File: src/rtl/fifo_gen_pkg.sv
// Shared definitions for fifo_gen: default geometry, depth helper and error-cause encodings.
// Build option: define FIFO_GEN_FWFT_EN for first-word-fall-through reads.
package fifo_gen_pkg;

  localparam int DEF_DATA_SIZE = 8;
  localparam int DEF_ADDR_SIZE = 2;

  // Error-cause encodings used when reporting overflow/underflow events
  localparam logic [1:0] ERR_NONE = 2'b00;
  localparam logic [1:0] ERR_OVF  = 2'b01;
  localparam logic [1:0] ERR_UNF  = 2'b10;

  function automatic int cnt_size(input int addr_size);
    return addr_size + 1;
  endfunction

  function automatic int fifo_depth(input int addr_size);
    return 2 ** addr_size;
  endfunction

endpackage

File: src/rtl/fifo_gen_ram.sv
// ram_dp_gen: simple dual-port RAM, synchronous write, read registered by default
// or combinational when FIFO_GEN_FWFT_EN is defined. No reset on storage.
module ram_dp_gen #(
  parameter int DATA_SIZE = 8,
  parameter int ADDR_SIZE = 2
) (
  input  logic                 clk,
  input  logic                 wr_en,
  input  logic [ADDR_SIZE-1:0] wr_addr,
  input  logic [DATA_SIZE-1:0] wr_data,
  input  logic                 rd_en,
  input  logic [ADDR_SIZE-1:0] rd_addr,
  output logic [DATA_SIZE-1:0] rd_data
);

  logic [DATA_SIZE-1:0] mem [2**ADDR_SIZE];

  always_ff @(posedge clk) begin
    if (wr_en) mem[wr_addr] <= wr_data;
  end

`ifdef FIFO_GEN_FWFT_EN
  logic rd_en_unused;
  assign rd_en_unused = rd_en;
  assign rd_data      = mem[rd_addr];
`else
  // Read-first: a same-address write in the same cycle returns the old word
  always_ff @(posedge clk) begin
    if (rd_en) rd_data <= mem[rd_addr];
  end
`endif

endmodule

File: src/rtl/fifo_gen.sv
// fifo_gen: single-clock FIFO with programmable thresholds, hysteretic pause and sticky error.
// Build option: FIFO_GEN_FWFT_EN selects first-word-fall-through output.
module fifo_gen
  import fifo_gen_pkg::*;
#(
  parameter int DATA_SIZE = DEF_DATA_SIZE,
  parameter int ADDR_SIZE = DEF_ADDR_SIZE,
  parameter int CNT_SIZE  = cnt_size(ADDR_SIZE)
) (
  input  logic                 clk,
  input  logic                 reset_L,
  input  logic                 push,
  input  logic                 pop,
  input  logic [DATA_SIZE-1:0] data_in,
  input  logic [CNT_SIZE-1:0]  af_thr,
  input  logic [CNT_SIZE-1:0]  ae_thr,
  input  logic                 err_clr,
  output logic [DATA_SIZE-1:0] data_out,
  output logic                 fifo_empty,
  output logic                 fifo_full,
  output logic                 almost_full,
  output logic                 almost_empty,
  output logic                 fifo_pause,
  output logic                 fifo_error,
  output logic [CNT_SIZE-1:0]  data_count
);

  localparam logic [CNT_SIZE-1:0] DEPTH = CNT_SIZE'(fifo_depth(ADDR_SIZE));

  logic [ADDR_SIZE-1:0] wr_ptr_reg, wr_ptr_next;
  logic [ADDR_SIZE-1:0] rd_ptr_reg, rd_ptr_next;
  logic [CNT_SIZE-1:0]  count_reg, count_next;
  logic                 pause_reg, pause_next;
  logic                 error_reg, error_next;
  logic                 push_ok, pop_ok;
  logic [DATA_SIZE-1:0] rd_data;

  assign fifo_empty   = (count_reg == '0);
  assign fifo_full    = (count_reg == DEPTH);
  assign almost_full  = (count_reg >= af_thr);
  assign almost_empty = (count_reg != '0) && (count_reg <= ae_thr);
  assign data_count   = count_reg;
  assign fifo_pause   = pause_reg;
  assign fifo_error   = error_reg;

  // A full FIFO still accepts a push when the head is leaving in the same cycle
  assign push_ok = push && (!fifo_full || pop);
  assign pop_ok  = pop && !fifo_empty;

  always_comb begin
    wr_ptr_next = wr_ptr_reg;
    rd_ptr_next = rd_ptr_reg;
    if (push_ok) wr_ptr_next = wr_ptr_reg + ADDR_SIZE'(1);
    if (pop_ok)  rd_ptr_next = rd_ptr_reg + ADDR_SIZE'(1);
    count_next = count_reg + CNT_SIZE'(push_ok) - CNT_SIZE'(pop_ok);

    // Set beats clear so a misprogrammed threshold pair fails safe (paused)
    pause_next = pause_reg;
    if (count_next >= af_thr)      pause_next = 1'b1;
    else if (count_next <= ae_thr) pause_next = 1'b0;

    error_next = error_reg;
    if ((push && fifo_full && !pop) || (pop && fifo_empty)) error_next = 1'b1;
    else if (err_clr)                                       error_next = 1'b0;
  end

  always_ff @(posedge clk or negedge reset_L) begin
    if (!reset_L) begin
      wr_ptr_reg <= '0;
      rd_ptr_reg <= '0;
      count_reg  <= '0;
      pause_reg  <= 1'b0;
      error_reg  <= 1'b0;
    end else begin
      wr_ptr_reg <= wr_ptr_next;
      rd_ptr_reg <= rd_ptr_next;
      count_reg  <= count_next;
      pause_reg  <= pause_next;
      error_reg  <= error_next;
    end
  end

  ram_dp_gen #(
    .DATA_SIZE(DATA_SIZE),
    .ADDR_SIZE(ADDR_SIZE)
  ) u_ram (
    .clk    (clk),
    .wr_en  (push_ok),
    .wr_addr(wr_ptr_reg),
    .wr_data(data_in),
    .rd_en  (pop_ok),
    .rd_addr(rd_ptr_reg),
    .rd_data(rd_data)
  );

`ifdef FIFO_GEN_FWFT_EN
  assign data_out = rd_data;
`else
  // RAM output is unreset; mask it to zero until the first accepted pop
  logic out_valid_reg;

  always_ff @(posedge clk or negedge reset_L) begin
    if (!reset_L)    out_valid_reg <= 1'b0;
    else if (pop_ok) out_valid_reg <= 1'b1;
  end

  assign data_out = out_valid_reg ? rd_data : '0;
`endif

endmodule

File: config.mk
export PLATFORM = sky130hd
export DESIGN_NAME = fifo_gen
export DESIGN_NICKNAME = d
export VERILOG_FILES = /design/src/rtl/fifo_gen_pkg.sv /design/src/rtl/fifo_gen_ram.sv /design/src/rtl/fifo_gen.sv
export SDC_FILE = /design/constraint.sdc
export NUM_CORES = 1
export LEC_CHECK = 0
export ABC_AREA = 1
export BUFFER_PORTS_ARGS = -buffer_cell sky130_fd_sc_hd__buf_4
export CORE_MARGIN = 1
export CORE_UTILIZATION = 55
export DETAILED_ROUTE_END_ITERATION = 12
export GPL_ROUTABILITY_DRIVEN = 0
export GPL_TIMING_DRIVEN = 0
export PLACE_DENSITY = 0.79
export REMOVE_ABC_BUFFERS = 1
export SYNTH_ARGS = -nofsm -noshare
export SYNTH_HDL_FRONTEND = slang
export SYNTH_HIERARCHICAL = 1
export SYNTH_SLANG_ARGS = --single-unit
File: constraint.sdc
create_clock -name clk -period 6.25 [get_ports clk]
set_input_delay 1.25 -clock clk [delete_from_list [all_inputs] [get_ports clk]]
set_output_delay 1.25 -clock clk [all_outputs]
set_load 0.03 [all_outputs]
==> qor.txt <==
Clock tree sinks -> 50
Min-Delay Path Class -> flop to flop
Final ANT Viol Nets -> 0
Ports -> 36
P per Cell Area -> 475 nW/um^2
Largest register by flop count -> u_ram/mem
Ant diodes -> 0
Critical Path, Cell by Cell -> buf_4, inv_1, ha_1, a21oi_1, nand2_1, a21oi_1, buf_4
Die height -> 69.4 um
Max reg flops -> 32
F_max -> 286 MHz
DR vias/cell -> 4.95
Vias in the first global route -> 1,676
Avg WL per Cell -> 12.2 um
Clock Pin Slew Worst Setup and Hold Paths -> 0.09 ns
Register area share after synthesis -> 58.2%
Final Max Tran Viols -> 0
Initial DRC Count -> 80
Hpwl dp -> 3130 um
Vias -> 1,749
Row count -> 24
Core box area -> 4350 sq um
Final setup fails -> 0
Worst EP required -> 5.00 ns
Startpoint Class -> primary input
Final hold viol count -> 0
Synthesis Warnings -> 6
Worst path bufs/invs -> 3
Final cycle utilization of the critical path -> 55.9%
Pre-CTS setup slack -> 2.45 ns
Final Util -> 66.1%
DP Area -> 2780 sq um
Unrepaired setup endpoints after global routing -> no
Syn-to-layout area delta -> 15.3%
Mapped Cells -> 263
Overall die width -> 69.4 um
CP arrival -> 2.25 ns
Status -> finished, final reports clean
Setup repair bufs after CTS -> 0
Pin count of the biggest net entering global routing -> 21
CP Capture Type -> primary output
Cts hold-fix bufs -> 0
CTS tree -> yes
Layout cells sized above 1 -> 15.9%
Clk buf depth -> 2
Final Worst Setup Slack -> 2.75 ns
Post-route setup TNS -> 0 ns
Starting Density -> 57.3%
Number of max-cap violations -> 0
Nets -> 334
Drt total wl -> 4310 um
Max Clock Skew -> 0.00807 ns
Syn avg cell area -> 9.49 sq um
Residual DRC -> 0
Clock Latency Late Sink -> 0.30 ns
Global route overflow -> 0
Static Leak -> 1.49 nW
Clk root buf -> clkbuf_8
GRT Total Usage -> 20.0%
Post-layout power -> 1.37 mW
Cells after DPL -> 345
Die ar. -> 4810 sq um
Port bufs -> 35
First-pass GRT wire length -> 7330 um
CP top delay family -> adder cells
Resize count post-CTS -> 0
DRT Pass-1 Iters -> 4
FF+latch count, synth -> 50
Final hold slack -> 0.517 ns
Initial antenna violation count -> 0
Fill count -> 349
Period minus WS final -> 3.50 ns
Syn Std Cell Area -> 2490 sq um
Synth cell types -> 21
CTS buffer count -> 5
Relative slew slack -> 12.4%
Design area -> 2880 sq um
Post-Layout Cell Count -> 353
CP Max Fanout -> 3
H-tree levels -> 2
Worst ir drop on vdd -> 0.000183 V
Crit path largest cell delay -> 0.32 ns
CP max-delay cell -> ha_1
Slew @ Worst Pin -> 1.30 ns
CP Class -> primary input to primary output
==> where the power goes <==
part | total [mW] | switching (mW) | internal, mW
logic | 0.632 | 0.398 | 0.234
registers | 0.550 | 0.0817 | 0.468
clock network | 0.183 | 0.105 | 0.0788
total | 1.37 | 0.585 | 0.781
==> kinds of logic after synthesis <==
kind of cell | after synthesis | share of synthesized area (%)
buf+inv | 74 | 12.1
fa+ha+maj | 15 | 7.82
compound gates | 6 | 1.30
simple gates | 118 | 20.6
flops | 50 | 58.2
==> worst min-delay path, stage by stage (launching register included) <==
cell and delay [ns]:
dfrtp_1 0.35, nand2_1 0.06, nand3_1 0.07
==> synth_stat cells <==
| library cell | number | area, sq um |
|---|---|---|
| nand2_1 | 78 | 293 |
| inv_1 | 68 | 255 |
| edfxtp_1 | 40 | 1200 |
| nand3_1 | 25 | 125 |
| ha_1 | 14 | 175 |
| dfrtp_1 | 10 | 250 |
| a21oi_1 | 5 | 25.0 |
| nor3_1 | 4 | 20.0 |
| nand3b_1 | 3 | 22.5 |
| buf_2 | 2 | 10.0 |
| buf_6 | 2 | 22.5 |
| nand2_2 | 2 | 12.5 |
| nor2_1 | 2 | 7.51 |
| and3_1 | 1 | 6.26 |
| buf_4 | 1 | 7.51 |
| fa_1 | 1 | 20.0 |
| inv_4 | 1 | 6.26 |
| nand3_2 | 1 | 10.0 |
| nand4_1 | 1 | 6.26 |
| nor2_4 | 1 | 11.3 |
| o211ai_1 | 1 | 7.51 |
==> cell usage in the layout (no fill, tap or decap), types with 2 or more instances in the layout <==
cell and n:
a21oi_1 5, buf_4 35, clkbuf_8 5, dfrtp_1 10, edfxtp_1 40, ha_1 14, inv_1 68, nand2_1 78
nand2_2 2, nand3_1 25, nand3b_1 3, nor2_1 2, nor3_1 3
==> per-layer routing <==
metal | wire length (um) | track usage, %
met1 | 1730 | 23.1
met2 | 2270 | 35.9
met3 | 216 | 4.51
met4 | 89 | 7.94
met5 | 0 | 0
==> area by class of cell <==
| class | count | area, sq um | share of cell area [%] |
|---|---|---|---|
| clock inverter | 3 | 20.0 | 0.696 |
| timing repair buffer | 35 | 263 | 9.13 |
| sequential | 50 | 1450 | 50.5 |
| tap | 52 | 65.1 | 2.26 |
| multi-input combinational | 139 | 747 | 26.0 |
| clock buffer | 5 | 68.8 | 2.39 |
| inverter | 69 | 262 | 9.09 |
==> path summary, 6_finish.rpt <==
| check | startpoint | endpoint | slack, ns | depth (start not counted) |
|---|---|---|---|---|
| min in group asynchronous | reset_L | wr_ptr_reg[0] | 0.76 | 1 |
| max reg2reg | data_count[1] | fifo_pause | 3.09 | 16 |
| min reg2reg | fifo_error | fifo_error | 0.52 | 2 |
| max in group asynchronous | reset_L | rd_ptr_reg[0] | 5.36 | 1 |
| min | fifo_error | fifo_error | 0.52 | 2 |
| max | ae_thr[2] | almost_empty | 2.75 | 7 |
Note: power is estimated with default switching activity, not from simulation.
